===== src/rtl/irf_window_swap_ctl_if.sv =====
// Bundle of request and strobe signals between the per-thread swap requesters
// and the IRF window-swap controller.
//   master : requester side, drives req_vld / req_old_cwp / req_new_cwp / stall
//   slave  : controller side, drives req_ack, IRF save/restore strobes and
//            addresses, thread select, swap_busy, swap_done / swap_done_tid
interface irf_window_swap_ctl_if #(
  parameter int NTHR = 4,
  parameter int CWPW = 3,
  parameter int TIDW = $clog2(NTHR)
) ();
  logic [NTHR-1:0]      req_vld;
  logic [NTHR*CWPW-1:0] req_old_cwp;
  logic [NTHR*CWPW-1:0] req_new_cwp;
  logic                 stall;
  logic [NTHR-1:0]      req_ack;
  logic [TIDW-1:0]      irf_thr_sel;
  logic                 irf_save;
  logic [CWPW-1:0]      irf_save_addr;
  logic                 irf_restore;
  logic [CWPW-1:0]      irf_restore_addr;
  logic                 swap_busy;
  logic                 swap_done;
  logic [TIDW-1:0]      swap_done_tid;

  modport master (
    output req_vld, req_old_cwp, req_new_cwp, stall,
    input  req_ack, irf_thr_sel, irf_save, irf_save_addr, irf_restore,
           irf_restore_addr, swap_busy, swap_done, swap_done_tid
  );

  modport slave (
    input  req_vld, req_old_cwp, req_new_cwp, stall,
    output req_ack, irf_thr_sel, irf_save, irf_save_addr, irf_restore,
           irf_restore_addr, swap_busy, swap_done, swap_done_tid
  );
endinterface


===== src/rtl/irf_window_swap_ctl.sv =====
// IRF window-swap sequencer. Round-robin arbitrates per-thread SAVE/RESTORE
// window swap requests and drives the shared register-cell strobes, one swap
// at a time.
// Ports:
//   clk    core clock, posedge
//   reset  synchronous, active-high; drops any swap in flight
//   bus    irf_window_swap_ctl_if.slave: requests in, ack/strobes/status out
// Every output is a flop. The FSM state is one cycle ahead of the outputs it
// produces: while state is SAVE (grant cycle G) it loads the save strobe that
// appears in G+1, and so on.
module irf_window_swap_ctl #(
  parameter int NTHR = 4,
  parameter int CWPW = 3
) (
  input  logic                  clk,
  input  logic                  reset,
  irf_window_swap_ctl_if.slave  bus
);
  localparam int TIDW = $clog2(NTHR);

  typedef enum logic [2:0] {
    S_IDLE, S_SAVE, S_RESTORE, S_DONE, S_SKIP
  } state_e;

  state_e          state_q, state_d;
  logic [TIDW-1:0] rr_ptr_q, rr_ptr_d;
  logic [TIDW-1:0] tid_q, tid_d;
  logic [CWPW-1:0] old_cwp_q, old_cwp_d;
  logic [CWPW-1:0] new_cwp_q, new_cwp_d;

  logic [NTHR-1:0] req_ack_q, req_ack_d;
  logic [TIDW-1:0] thr_sel_q, thr_sel_d;
  logic            save_q, save_d;
  logic [CWPW-1:0] save_addr_q, save_addr_d;
  logic            restore_q, restore_d;
  logic [CWPW-1:0] restore_addr_q, restore_addr_d;
  logic            busy_q, busy_d;
  logic            done_q, done_d;
  logic [TIDW-1:0] done_tid_q, done_tid_d;

  logic            found;
  int              idx;

  always_comb begin
    state_d        = state_q;
    rr_ptr_d       = rr_ptr_q;
    tid_d          = tid_q;
    old_cwp_d      = old_cwp_q;
    new_cwp_d      = new_cwp_q;
    req_ack_d      = '0;
    thr_sel_d      = thr_sel_q;
    save_d         = 1'b0;
    save_addr_d    = save_addr_q;
    restore_d      = 1'b0;
    restore_addr_d = restore_addr_q;
    busy_d         = 1'b0;
    done_d         = 1'b0;
    done_tid_d     = done_tid_q;
    found          = 1'b0;
    idx            = 0;

    case (state_q)
      S_IDLE: begin
        // Scan from rr_ptr upward with wrap; the first live request wins.
        if (!bus.stall) begin
          for (int i = 0; i < NTHR; i++) begin
            if (!found && bus.req_vld[(int'(rr_ptr_q) + i) % NTHR]) begin
              found          = 1'b1;
              idx            = (int'(rr_ptr_q) + i) % NTHR;
              tid_d          = TIDW'(idx);
              old_cwp_d      = bus.req_old_cwp[idx*CWPW +: CWPW];
              new_cwp_d      = bus.req_new_cwp[idx*CWPW +: CWPW];
              req_ack_d[idx] = 1'b1;
              rr_ptr_d       = TIDW'((idx + 1) % NTHR);
              // Same window in and out: nothing to move, finish next cycle.
              state_d = (old_cwp_d == new_cwp_d) ? S_SKIP : S_SAVE;
            end
          end
        end
      end
      S_SAVE: begin
        save_d      = 1'b1;
        save_addr_d = old_cwp_q;
        thr_sel_d   = tid_q;
        busy_d      = 1'b1;
        state_d     = S_RESTORE;
      end
      S_RESTORE: begin
        restore_d      = 1'b1;
        restore_addr_d = new_cwp_q;
        thr_sel_d      = tid_q;
        busy_d         = 1'b1;
        state_d        = S_DONE;
      end
      S_DONE, S_SKIP: begin
        done_d     = 1'b1;
        done_tid_d = tid_q;
        busy_d     = 1'b1;
        state_d    = S_IDLE;
      end
      default: state_d = S_IDLE;
    endcase
  end

  always_ff @(posedge clk) begin
    if (reset) begin
      state_q        <= S_IDLE;
      rr_ptr_q       <= '0;
      req_ack_q      <= '0;
      thr_sel_q      <= '0;
      save_q         <= 1'b0;
      save_addr_q    <= '0;
      restore_q      <= 1'b0;
      restore_addr_q <= '0;
      busy_q         <= 1'b0;
      done_q         <= 1'b0;
      done_tid_q     <= '0;
    end else begin
      state_q        <= state_d;
      rr_ptr_q       <= rr_ptr_d;
      req_ack_q      <= req_ack_d;
      thr_sel_q      <= thr_sel_d;
      save_q         <= save_d;
      save_addr_q    <= save_addr_d;
      restore_q      <= restore_d;
      restore_addr_q <= restore_addr_d;
      busy_q         <= busy_d;
      done_q         <= done_d;
      done_tid_q     <= done_tid_d;
    end
  end

  // Latched request payload; only read in states entered through a grant.
  always_ff @(posedge clk) begin
    tid_q     <= tid_d;
    old_cwp_q <= old_cwp_d;
    new_cwp_q <= new_cwp_d;
  end

  assign bus.req_ack          = req_ack_q;
  assign bus.irf_thr_sel      = thr_sel_q;
  assign bus.irf_save         = save_q;
  assign bus.irf_save_addr    = save_addr_q;
  assign bus.irf_restore      = restore_q;
  assign bus.irf_restore_addr = restore_addr_q;
  assign bus.swap_busy        = busy_q;
  assign bus.swap_done        = done_q;
  assign bus.swap_done_tid    = done_tid_q;
endmodule

===== src/flat_wrapper.sv =====
// flat-port wrapper written by rule: the top's interface ports become plain ports
module irf_window_swap_ctl_flat 
#(
  parameter int NTHR = 4,
  parameter int CWPW = 3
)
  (clk, reset, bus_req_vld, bus_req_old_cwp, bus_req_new_cwp, bus_stall, bus_req_ack, bus_irf_thr_sel, bus_irf_save, bus_irf_save_addr, bus_irf_restore, bus_irf_restore_addr, bus_swap_busy, bus_swap_done, bus_swap_done_tid);
  irf_window_swap_ctl_if #(.NTHR(NTHR), .CWPW(CWPW)) bus_i ();
  input  logic clk;
  input  logic reset;
  input wire logic [$bits(bus_i.req_vld)-1:0] bus_req_vld;
  input wire logic [$bits(bus_i.req_old_cwp)-1:0] bus_req_old_cwp;
  input wire logic [$bits(bus_i.req_new_cwp)-1:0] bus_req_new_cwp;
  input wire logic [$bits(bus_i.stall)-1:0] bus_stall;
  output wire logic [$bits(bus_i.req_ack)-1:0] bus_req_ack;
  output wire logic [$bits(bus_i.irf_thr_sel)-1:0] bus_irf_thr_sel;
  output wire logic [$bits(bus_i.irf_save)-1:0] bus_irf_save;
  output wire logic [$bits(bus_i.irf_save_addr)-1:0] bus_irf_save_addr;
  output wire logic [$bits(bus_i.irf_restore)-1:0] bus_irf_restore;
  output wire logic [$bits(bus_i.irf_restore_addr)-1:0] bus_irf_restore_addr;
  output wire logic [$bits(bus_i.swap_busy)-1:0] bus_swap_busy;
  output wire logic [$bits(bus_i.swap_done)-1:0] bus_swap_done;
  output wire logic [$bits(bus_i.swap_done_tid)-1:0] bus_swap_done_tid;
  assign bus_i.req_vld = bus_req_vld;
  assign bus_i.req_old_cwp = bus_req_old_cwp;
  assign bus_i.req_new_cwp = bus_req_new_cwp;
  assign bus_i.stall = bus_stall;
  assign bus_req_ack = bus_i.req_ack;
  assign bus_irf_thr_sel = bus_i.irf_thr_sel;
  assign bus_irf_save = bus_i.irf_save;
  assign bus_irf_save_addr = bus_i.irf_save_addr;
  assign bus_irf_restore = bus_i.irf_restore;
  assign bus_irf_restore_addr = bus_i.irf_restore_addr;
  assign bus_swap_busy = bus_i.swap_busy;
  assign bus_swap_done = bus_i.swap_done;
  assign bus_swap_done_tid = bus_i.swap_done_tid;
  irf_window_swap_ctl #(.NTHR(NTHR), .CWPW(CWPW)) u_core (.clk(clk), .reset(reset), .bus(bus_i));
endmodule

===== config.mk =====
export PLATFORM = sky130hd
export DESIGN_NAME = irf_window_swap_ctl_flat
export DESIGN_NICKNAME = d
export VERILOG_FILES = /design/src/rtl/irf_window_swap_ctl_if.sv /design/src/rtl/irf_window_swap_ctl.sv /design/src/flat_wrapper.sv
export SDC_FILE = /design/constraint.sdc
export NUM_CORES = 1
export LEC_CHECK = 0
export CORE_AREA = 2 2 111 123
export CTS_CLUSTER_SIZE = 10
export DETAILED_ROUTE_END_ITERATION = 8
export DIE_AREA = 0 0 113 125
export HOLD_SLACK_MARGIN = 0.08
export PLACE_DENSITY = 0.53
export SYNTH_ARGS = -nofsm -noshare
export SYNTH_HDL_FRONTEND = slang
export SYNTH_SLANG_ARGS = --single-unit
export TNS_END_PERCENT = 100

===== constraint.sdc =====
create_clock -name clk -period 8.9 [get_ports clk]
set_clock_uncertainty 0.15 [all_clocks]
set_input_delay 1.78 -clock clk [delete_from_list [all_inputs] [get_ports clk]]
set_output_delay 1.78 -clock clk [all_outputs]
set_load 0.05 [all_outputs]

==> results of run 1 <==
layer usage:
metal	up-vias	wire length, um
met1	1637	4738
met4	0	93
li1	1596	-
met2	112	5089
met5	-	0
met3	8	539
kinds of logic (layout without fill, tap and decap cells):
logic type	count (synthesis)	count (layout)	synth area share (%)
adder cells (fa/ha/maj)	9	9	3.069
buffers and inverters	40	63	8.387
flip-flops	31	31	19.09
XOR/XNOR	12	12	2.864
multiplexers	71	71	28.43
AO/OA/AOI/OAI	117	117	21.72
AND/OR/NAND/NOR	127	127	16.43
worst min-delay path, stage by stage (launching register included):
cell	delay [ns]
dfxtp_1	0.30
o21ai_0	0.07
a21oi_1	0.06
cells in the mapped netlist (4+ instances only):
master / n
nand2b_1: 5
nand3_1: 8
a22oi_1: 8
clkbuf_1: 6
ha_1: 9
nor3_1: 14
dfxtp_1: 23
xnor2_1: 6
a21oi_1: 33
edfxtp_1: 8
mux4_2: 21
mux2i_1: 42
buf_6: 4
xor2_1: 6
clkbuf_8: 5
buf_2: 11
o22ai_1: 10
nor2_1: 41
a31oi_1: 5
a21o_1: 5
nor2b_1: 9
nand2_1: 33
o21ai_0: 19
a211oi_1: 5
a221oi_1: 10
mux4_1: 4
per-stage QoR:
step | total power (W) | area, um2
finish | 0.001703 | 4242
global route | 0.001821 | 4242
CTS | 0.001695 | 4242
detailed placement | 0.001506 | 4079
global placement | 0.001499 | 4079
floorplan | 0.001308 | 3670
state kept, by name, summed over array words and instances (netlist names):
signal and flops:
u_core.bus.req_ack 4, u_core.bus.irf_restore_addr 3, u_core.bus.irf_save_addr 3, u_core.new_cwp_q 3, u_core.old_cwp_q 3, u_core.state_q 3
u_core.bus.irf_thr_sel 2, u_core.bus.swap_done_tid 2, u_core.rr_ptr_q 2, u_core.tid_q 2, u_core.bus.irf_restore 1, u_core.bus.irf_save 1
u_core.bus.swap_busy 1, u_core.bus.swap_done 1
power by group through the flow:
stage               logic [W]  registers [W]  clock network [W]
detailed placement    0.00126       0.000245                  0
global route          0.00138       0.000251           0.000193
CTS                   0.00126       0.000243           0.000188
finish                0.00128       0.000243           0.000184
global placement      0.00125       0.000245                  0
floorplan             0.00101       0.000301                  0
how the worst min path moves through the flow:
stage	startpoint	to	slack (ns)	depth (start not counted)
2_1_floorplan	u_core.new_cwp_q[0]$_DFFE_PP_	u_core.bus.irf_restore_addr[0]$_SDFFE_PP0P_	0.32	2
3_3_place_gp	u_core.bus.irf_restore_addr[1]$_SDFFE_PP0P_	u_core.bus.irf_restore_addr[1]$_SDFFE_PP0P_	0.33	2
3_5_place_dp	u_core.bus.irf_save_addr[1]$_SDFFE_PP0P_	u_core.bus.irf_save_addr[1]$_SDFFE_PP0P_	0.32	2
4_1_cts	u_core.bus.irf_save_addr[1]$_SDFFE_PP0P_	u_core.bus.irf_save_addr[1]$_SDFFE_PP0P_	0.33	2
5_1_grt	u_core.bus.irf_save_addr[1]$_SDFFE_PP0P_	u_core.bus.irf_save_addr[1]$_SDFFE_PP0P_	0.34	2
6_report	u_core.bus.irf_save_addr[1]$_SDFFE_PP0P_	u_core.bus.irf_save_addr[1]$_SDFFE_PP0P_	0.33	2
final cells by class:
class	count	area [um2]
Multi-Input combinational cell	336	2661
Tap cell	161	201.4
Timing Repair Buffer	50	495.5
Clock inverter	1	30.03
Inverter	5	18.77
Fill cell	1372	8751
Clock buffer	7	132.6
Sequential cell	31	701.9
==> flow_metrics.tcl, run 1 <==
set metrics [dict create \
    rows 44 \
    drc 4 \
    drive_above_1_share_pct 12.09 \
    final_common_cell "clkdlybuf4s50_1" \
    gr-total-overflow 0 \
    violations "design-rule violations" \
    met2_usage_pct 24.45 \
    cts_num_sinks 31 \
    clkSlewWorstSetupHoldPaths_ns 0.05 \
    place_inst 583 \
    cp_slowest_cell "buf_4" \
    synth_warnings 0 \
    postSynthCellCount 407 \
    synth_flop_cell "dfxtp_1" \
    drv_slew 0 \
    diodes 0 \
    crit_path_cell_trace "buf_4, inv_2, ha_1, buf_4, mux4_2, nor2_1, a21oi_1, a21oi_1, xnor2_1, nor3_1, o2111ai_2, a2111oi_2" \
    antenna_found_initial 0 \
    syn_area_um2 3670 \
    final_cell_mix "48 x clkdlybuf4s50_1, 42 x mux2i_1, 41 x nor2_1, 33 x a21oi_1, 33 x nand2_1" \
    path_buf_inv 3 \
    core_area_um2 12990 \
    pwr-share-comb_pct 75.0 \
    cp.required_ns 8.91 \
    cp.depth 12 \
    numCtsBuffers 5 \
    power.density_nw_per_um2 401.5 \
    dieWidth_um 113 \
    critPathMaxFanout 66 \
    start_kind "flip-flop" \
    io_pins 49 \
    grt_usage_pct 14.40 \
    cts_max_level 2 \
    final_util_pct 32.65 \
    outcome "complete, but fails checks" \
    initial_core_util_pct 28.25 \
    peakVddDrop_v 0.0001595 \
    wire_per_inst_um 17.70 \
    slowest_delay_ns 0.65 \
    layout_setup_ws_ns 4.380 \
    cap_violations 0 \
    min_period_over_period_pct 50.79 \
    clock_path_buffers 2 \
    crit_end "u_core.state_q[2]$_SDFFE_PP0P_" \
    crit_start "u_core.rr_ptr_q[0]$_SDFFE_PP0P_" \
    port_buffers 48 \
    grt_max_degree 67 \
    die_area_um2 14130 \
    final_cell_count_no_fill 591 \
    r2r_cells 12 \
    syn_to_final_growth_pct 15.58 \
    path_class "flip-flop to flip-flop" \
    max_freq_mhz 221.2 \
    arrival_ns 4.53 \
    synth_nets 447 \
    ys_ff_latch 31 \
    p_clk_share_pct 10.8 \
    cts_resized 0 \
    p_sw_share_pct 49.34 \
    synth_edf_count 8 \
    setup_viol 0 \
    gp_congestion 0.8854 \
    routed_wl_um 10460 \
    clock_latency_ns 0.27 \
    r2r-end "u_core.state_q[2]$_SDFFE_PP0P_" \
    synth_top_area_share_pct 12.89 \
    rr_startpoint "u_core.rr_ptr_q[0]$_SDFFE_PP0P_" \
    cp_top_family "buffers and inverters" \
    synth_top_area_cell "mux4_2" \
    first_iter_violations 267 \
    vias_per_cell 5.673 \
    p_seq_share_pct 14.3 \
    clockRootBuffer "clkbuf_16" \
    slew_headroom_pct 23.60 \
    pre_cts_slack_ns 4.321 \
    whs_ns 0.3312 \
    grt_pass1_vias 3133 \
    synth_cell_type_count 65 \
    setup.worst_path.end_class "flip-flop" \
    vias 3353 \
    syn_area_per_cell_um2 9.017 \
    grtUsageMet1_pct 19.78 \
    hold_class "flip-flop to flip-flop" \
    ctsHoldBuffers 0 \
    met3_usage_pct 1.939 \
    grt_pass1_wl_um 16790 \
    nNetsFinal 469 \
    cts_tree "yes" \
    post_cts_buffers 0 \
    ant_nets 0 \
    power.switching_w 0.0008403 \
    detailedPlacementHpwl_um 7830 \
    hold_viol_final 0 \
    ys_async_sr_fraction_pct 0 \
    period_needed_ns 4.520 \
    firstDrtPassIters 9 \
    tightest_slew_ns 1.146 \
    chipHeight_um 125 \
    reg2reg_slack_ns 4.38 \
    grt_busiest_layer "met2" \
    tns_ns 0 \
    rsz0062_at_grt "no" \
    p_int_w 0.0008628 \
    synth_seq_area_share_pct 19.09 \
    p_leak_nw 1.461 \
    synth_area_leaders "mux4_2 13%, dfxtp_1 13%, mux2i_1 11%" \
]
Power figures use the tool's default switching activity.
==> run 2: changes to the inputs <==
==> constraint.sdc (replaced) <==
create_clock -name clk -period 4.7 [get_ports clk]
set_clock_uncertainty 0.15 [all_clocks]
set_input_delay 0.94 -clock clk [delete_from_list [all_inputs] [get_ports clk]]
set_output_delay 0.94 -clock clk [all_outputs]
set_load 0.05 [all_outputs]
==> flow_metrics.tcl, run 2 (synthesized netlist as in run 1, its figures left out) <==
set metrics [dict create \
    drive_above_1_share_pct 13.96 \
    cap_violations 0 \
    cts_tree "yes" \
    post_cts_buffers 0 \
    tightest_slew_ns 0.8589 \
    r2r_cells 8 \
    crit_path_cell_trace "inv_2, ha_1, mux4_2, and2b_2, and2_1, nor2_2, a221oi_1, a21oi_1" \
    rows 44 \
    port_buffers 48 \
    grt_usage_pct 15.53 \
    holdCritStartpoint "u_core.bus.irf_save_addr[1]$_SDFFE_PP0P_" \
    wl_met3_um 734 \
    core_area_um2 12990 \
    multi_input_area_um2 2661 \
    p_leak_nw 1.494 \
    start_kind "flip-flop" \
    numCtsBuffers 5 \
    max_freq_mhz 263.9 \
    setup_viol 0 \
    cp.required_ns 4.55 \
    stdcell_area_um2 4292 \
    detailedPlacementHpwl_um 8362 \
    placed_cell_area_um2 4131 \
    grt_max_degree 62 \
    top_layer "met4" \
    routed_wl_um 11050 \
    syn_to_final_growth_pct 16.95 \
    violations "design-rule violations" \
    whs_ns 0.3305 \
    path_buf_inv 1 \
    p_int_w 0.001636 \
    cts_resized 0 \
    cts_num_sinks 31 \
    antenna_found_initial 0 \
    peakVddDrop_v 0.0003177 \
    firstDrtPassIters 7 \
    reg2reg_slack_ns 0.91 \
    r2r-end "u_core.new_cwp_q[2]$_DFFE_PP_" \
    cp_slowest_cell "ha_1" \
    drt-met1-wl_um 4848 \
    ant_nets 0 \
    min_to "u_core.bus.irf_save_addr[1]$_SDFFE_PP0P_" \
    final_cell_count_no_fill 598 \
    wire_per_inst_um 18.48 \
    fill_cells 1351 \
    rr_startpoint "u_core.rr_ptr_q[0]$_SDFFE_PP0P_" \
    slew_headroom_pct 42.68 \
    gr-total-overflow 0 \
    cp_top_family "adder cells" \
    largest_reg_flops 4 \
    arrival_ns 3.64 \
    critPathMaxFanout 21 \
    grt_pass1_wl_um 17880 \
    first_iter_violations 311 \
    clock_path_buffers 2 \
    setup.worst_path.end_class "flip-flop" \
    p_seq_share_pct 14.1 \
    nNetsFinal 476 \
    hold_class "flip-flop to flip-flop" \
    place_inst 590 \
    path_class "flip-flop to flip-flop" \
    die_area_um2 14130 \
    ctsHoldBuffers 0 \
    gp_congestion 0.9152 \
    p_clk_share_pct 10.1 \
    outcome "complete, but fails checks" \
    hold_viol_final 0 \
    p_sw_share_pct 49.89 \
    power.density_nw_per_um2 760.5 \
    min_path_cells 2 \
    grt_pass1_vias 3269 \
    vias_per_cell 5.677 \
    power.switching_w 0.001628 \
    clockRootBuffer "clkbuf_16" \
    vias 3395 \
    drv_slew 0 \
    pwr-share-comb_pct 75.8 \
    chipHeight_um 125 \
    min_period_over_period_pct 80.64 \
    clkSlewWorstSetupHoldPaths_ns 0.05 \
    io_pins 49 \
    diodes 0 \
    slowest_delay_ns 0.77 \
    initial_core_util_pct 28.25 \
    final_cell_mix "48 x clkdlybuf4s50_1, 42 x mux2i_1, 41 x nor2_1, 33 x a21oi_1, 33 x nand2_1" \
    rsz0062_at_grt "no" \
    dieWidth_um 113 \
    cts_max_level 2 \
    final_common_cell "clkdlybuf4s50_1" \
    met2_length_um 5334 \
    seq_area_um2 701.9 \
    drc 4 \
    period_needed_ns 3.790 \
    tns_ns 0 \
    clock_latency_ns 0.27 \
]
## run 2: cell types whose count changed in the layout (fill, tap and decap cells not counted), sizes merged
| cell | change |
|---|---|
| buf | +7 |
| clkinvlp | +1 |
| bufinv | -1 |
## run 2: how the worst max path moves through the flow
stage	start	end	slack, ns	depth (start not counted)
after CTS	u_core.rr_ptr_q[0]$_SDFFE_PP0P_	u_core.new_cwp_q[2]$_DFFE_PP_	0.94	8
after detailed placement	bus_req_vld[2]	u_core.tid_q[0]$_DFFE_PP_	0.92	9
final	u_core.rr_ptr_q[0]$_SDFFE_PP0P_	u_core.new_cwp_q[2]$_DFFE_PP_	0.91	8
after global routing	u_core.rr_ptr_q[0]$_SDFFE_PP0P_	u_core.state_q[2]$_SDFFE_PP0P_	0.64	10
after global placement	bus_req_vld[2]	u_core.new_cwp_q[2]$_DFFE_PP_	0.90	7
after floorplan	u_core.rr_ptr_q[0]$_SDFFE_PP0P_	u_core.new_cwp_q[0]$_DFFE_PP_	1.29	13
## run 2: layout make-up
cell class | count | share of cell area, %
Clock buffer | 7 | 3.557
Timing Repair Buffer | 57 | 12.77
Clock inverter | 1 | 0.1749
Inverter | 5 | 0.4373
Sequential cell | 31 | 16.36
Multi-Input combinational cell | 336 | 62.01
Tap cell | 161 | 4.694
## run 2: tightest hold or removal path: cells and delay by family (launching register included)
kind / cells / cell delay (ns)
DFF: 1 / 0.31
AOI/OAI and AO/OA: 2 / 0.13
## run 2: through the flow
stage | setup slack [ns] | total power, W | utilization (%)
floorplan | 1.288 | 0.002476 | -
global placement | 0.8994 | 0.002894 | 31.80
detailed placement | 0.9200 | 0.002901 | 31.80
CTS | 0.9397 | 0.003246 | 33.03
global route | 0.6446 | 0.003508 | 33.03
finish | 0.9101 | 0.003264 | 33.03
## run 2: per-layer routing
layer  track usage [%]  up-vias
met5                 0        -
met4             3.228        0
met3             1.697       12
met2             26.35      135
met1             21.37     1642
li1                  -     1606
## run 2: power by group through the flow
stage,registers [W],logic (W),clock network [W]
after floorplan,0.000570,0.00191,0
after global placement,0.000463,0.00243,0
after detailed placement,0.000464,0.00244,0
after CTS,0.000460,0.00245,0.000339
after global routing,0.000474,0.00268,0.000352
final,0.000460,0.00247,0.000329
==> run 3: changes to the inputs <==
==> constraint.sdc (replaced) <==
create_clock -name clk -period 3.9 [get_ports clk]
set_clock_uncertainty 0.15 [all_clocks]
set_input_delay 0.78 -clock clk [delete_from_list [all_inputs] [get_ports clk]]
set_output_delay 0.78 -clock clk [all_outputs]
set_load 0.05 [all_outputs]
==> flow_metrics.tcl, run 3 (synthesized netlist as in run 1, its figures left out) <==
set metrics [dict create \
    outcome "complete, but fails checks" \
    diodes 0 \
    rows 44 \
    grt_usage_pct 14.99 \
    fill_cells 1359 \
    cap_violations 0 \
    min_period_over_period_pct 91.25 \
    clock_path_buffers 2 \
    firstDrtPassIters 7 \
    holdCritStartpoint "u_core.bus.irf_save_addr[2]$_SDFFE_PP0P_" \
    syn_to_final_growth_pct 18.75 \
    start_kind "flip-flop" \
    hold_viol_final 0 \
    placed_cell_area_um2 4184 \
    hold_class "flip-flop to flip-flop" \
    routed_wl_um 10760 \
    grt_max_degree 31 \
    post_cts_buffers 0 \
    p_clk_share_pct 11.1 \
    cts_tree "yes" \
    port_buffers 48 \
    p_leak_nw 1.539 \
    gr-total-overflow 0 \
    arrival_ns 3.57 \
    numCtsBuffers 5 \
    cts_max_level 2 \
    power.switching_w 0.001962 \
    cts_num_sinks 31 \
    period_needed_ns 3.559 \
    grt_busiest_layer "met2" \
    cp.required_ns 3.91 \
    initial_core_util_pct 28.25 \
    vias_per_cell 5.603 \
    clockRootBuffer "clkbuf_16" \
    tns_ns 0 \
    p_sw_share_pct 48.92 \
    setup_viol 0 \
    final_common_cell "clkdlybuf4s50_1" \
    antenna_found_initial 0 \
    dieWidth_um 113 \
    io_pins 49 \
    nNetsFinal 483 \
    grt_pass1_wl_um 17420 \
    vias 3390 \
    power.density_nw_per_um2 920.3 \
    die_area_um2 14130 \
    stdcell_area_um2 4358 \
    tightest_slew_ns 0.7656 \
    critPathMaxFanout 13 \
    wire_per_inst_um 17.78 \
    final_cell_mix "48 x clkdlybuf4s50_1, 42 x mux2i_1, 41 x nor2_1, 33 x a21oi_1, 33 x nand2_1" \
    drc 4 \
    drive_above_1_share_pct 15.32 \
    setup.worst_path.end_class "flip-flop" \
    max_freq_mhz 281.0 \
    grtUsageMet1_pct 20.11 \
    core_area_um2 12990 \
    grt_pass1_vias 3256 \
    rsz0062_at_grt "no" \
    crit_start "u_core.rr_ptr_q[0]$_SDFFE_PP0P_" \
    largest_reg_flops 4 \
    ctsHoldBuffers 0 \
    rr_startpoint "u_core.rr_ptr_q[0]$_SDFFE_PP0P_" \
    pwr-share-comb_pct 74.8 \
    clkSlewWorstSetupHoldPaths_ns 0.05 \
    met3_usage_pct 2.618 \
    first_iter_violations 291 \
    p_seq_share_pct 14.1 \
    cts_resized 0 \
    slew_headroom_pct 48.96 \
    violations "design-rule violations" \
    path_class "flip-flop to flip-flop" \
    drv_slew 0 \
    peakVddDrop_v 0.0003281 \
    detailedPlacementHpwl_um 8344 \
    ant_nets 0 \
    gp_congestion 0.9119 \
    chipHeight_um 125 \
    met2_usage_pct 25.22 \
    p_int_w 0.002048 \
    clock_latency_ns 0.27 \
]
==> run 3: changes by cell type in the layout (fill, tap and decap cells not counted) <==
cell        before  now
clkinvlp_4       1    0
clkbuf_8         2    1
clkinv_2         0    1
bufinv_16        0    1
buf_4            9   16
==> run 3: per-layer routing <==
metal  up-vias  routed length [um]
li1       1627                   -
met3        16                 668
met5         -                   0
met2       130                5212
met4         0                 163
met1      1617                4712
==> run 3: power by group through the flow <==
stage | Combinational (W) | Sequential [W] | Clock, W
after floorplan | 0.00230 | 0.000686 | 0
after global placement | 0.00293 | 0.000571 | 0
after detailed placement | 0.00297 | 0.000572 | 0
after CTS | 0.00298 | 0.000568 | 0.000450
after global routing | 0.00325 | 0.000583 | 0.000464
final | 0.00300 | 0.000566 | 0.000443
==> run 3: final cells by class <==
type                    count  area [um2]  share of cell area (%)
clock buffers               6       138.9                   3.187
clock inverters             2       35.03                  0.8039
inverters                   5       18.77                  0.4307
multi-input cells         336        2661                   61.07
flip-flops and latches     31       701.9                   16.11
well taps                 161       201.4                   4.622
repair buffers             64       600.6                   13.78
==> run 3: final timing paths <==
check                                             end  slack [ns]  depth (start not counted)
min reg2reg  u_core.bus.irf_save_addr[2]$_SDFFE_PP0P_        0.33                          2
min          u_core.bus.irf_save_addr[2]$_SDFFE_PP0P_        0.33                          2
max                    u_core.state_q[2]$_SDFFE_PP0P_        0.34                         10
max reg2reg            u_core.state_q[2]$_SDFFE_PP0P_        0.34                         10
==> run 3: through the flow <==
step                      instances  hold WS [ns]  setup slack [ns]  utilization [%]  power, W
after floorplan                 407        0.3213            0.4883                -  0.002984
after global placement          597        0.3250            0.4323            32.20  0.003498
after detailed placement        597        0.3228            0.3932            32.20  0.003540
after CTS                       605        0.3299            0.3864            33.54  0.003997
after global routing            605        0.3623            0.1770            33.54  0.004302
final                           605        0.3320            0.3413            33.54  0.004011
==> run 3: critical path, stage by stage (launching register included) <==
cell       delay (ns)
dfxtp_2          0.41
inv_2            0.17
ha_1             0.29
or2_1            0.59
mux4_1           0.63
mux2i_1          0.30
xnor2_1          0.17
nor3_1           0.08
nor3_2           0.14
o2111ai_2        0.16
a2111oi_2        0.36
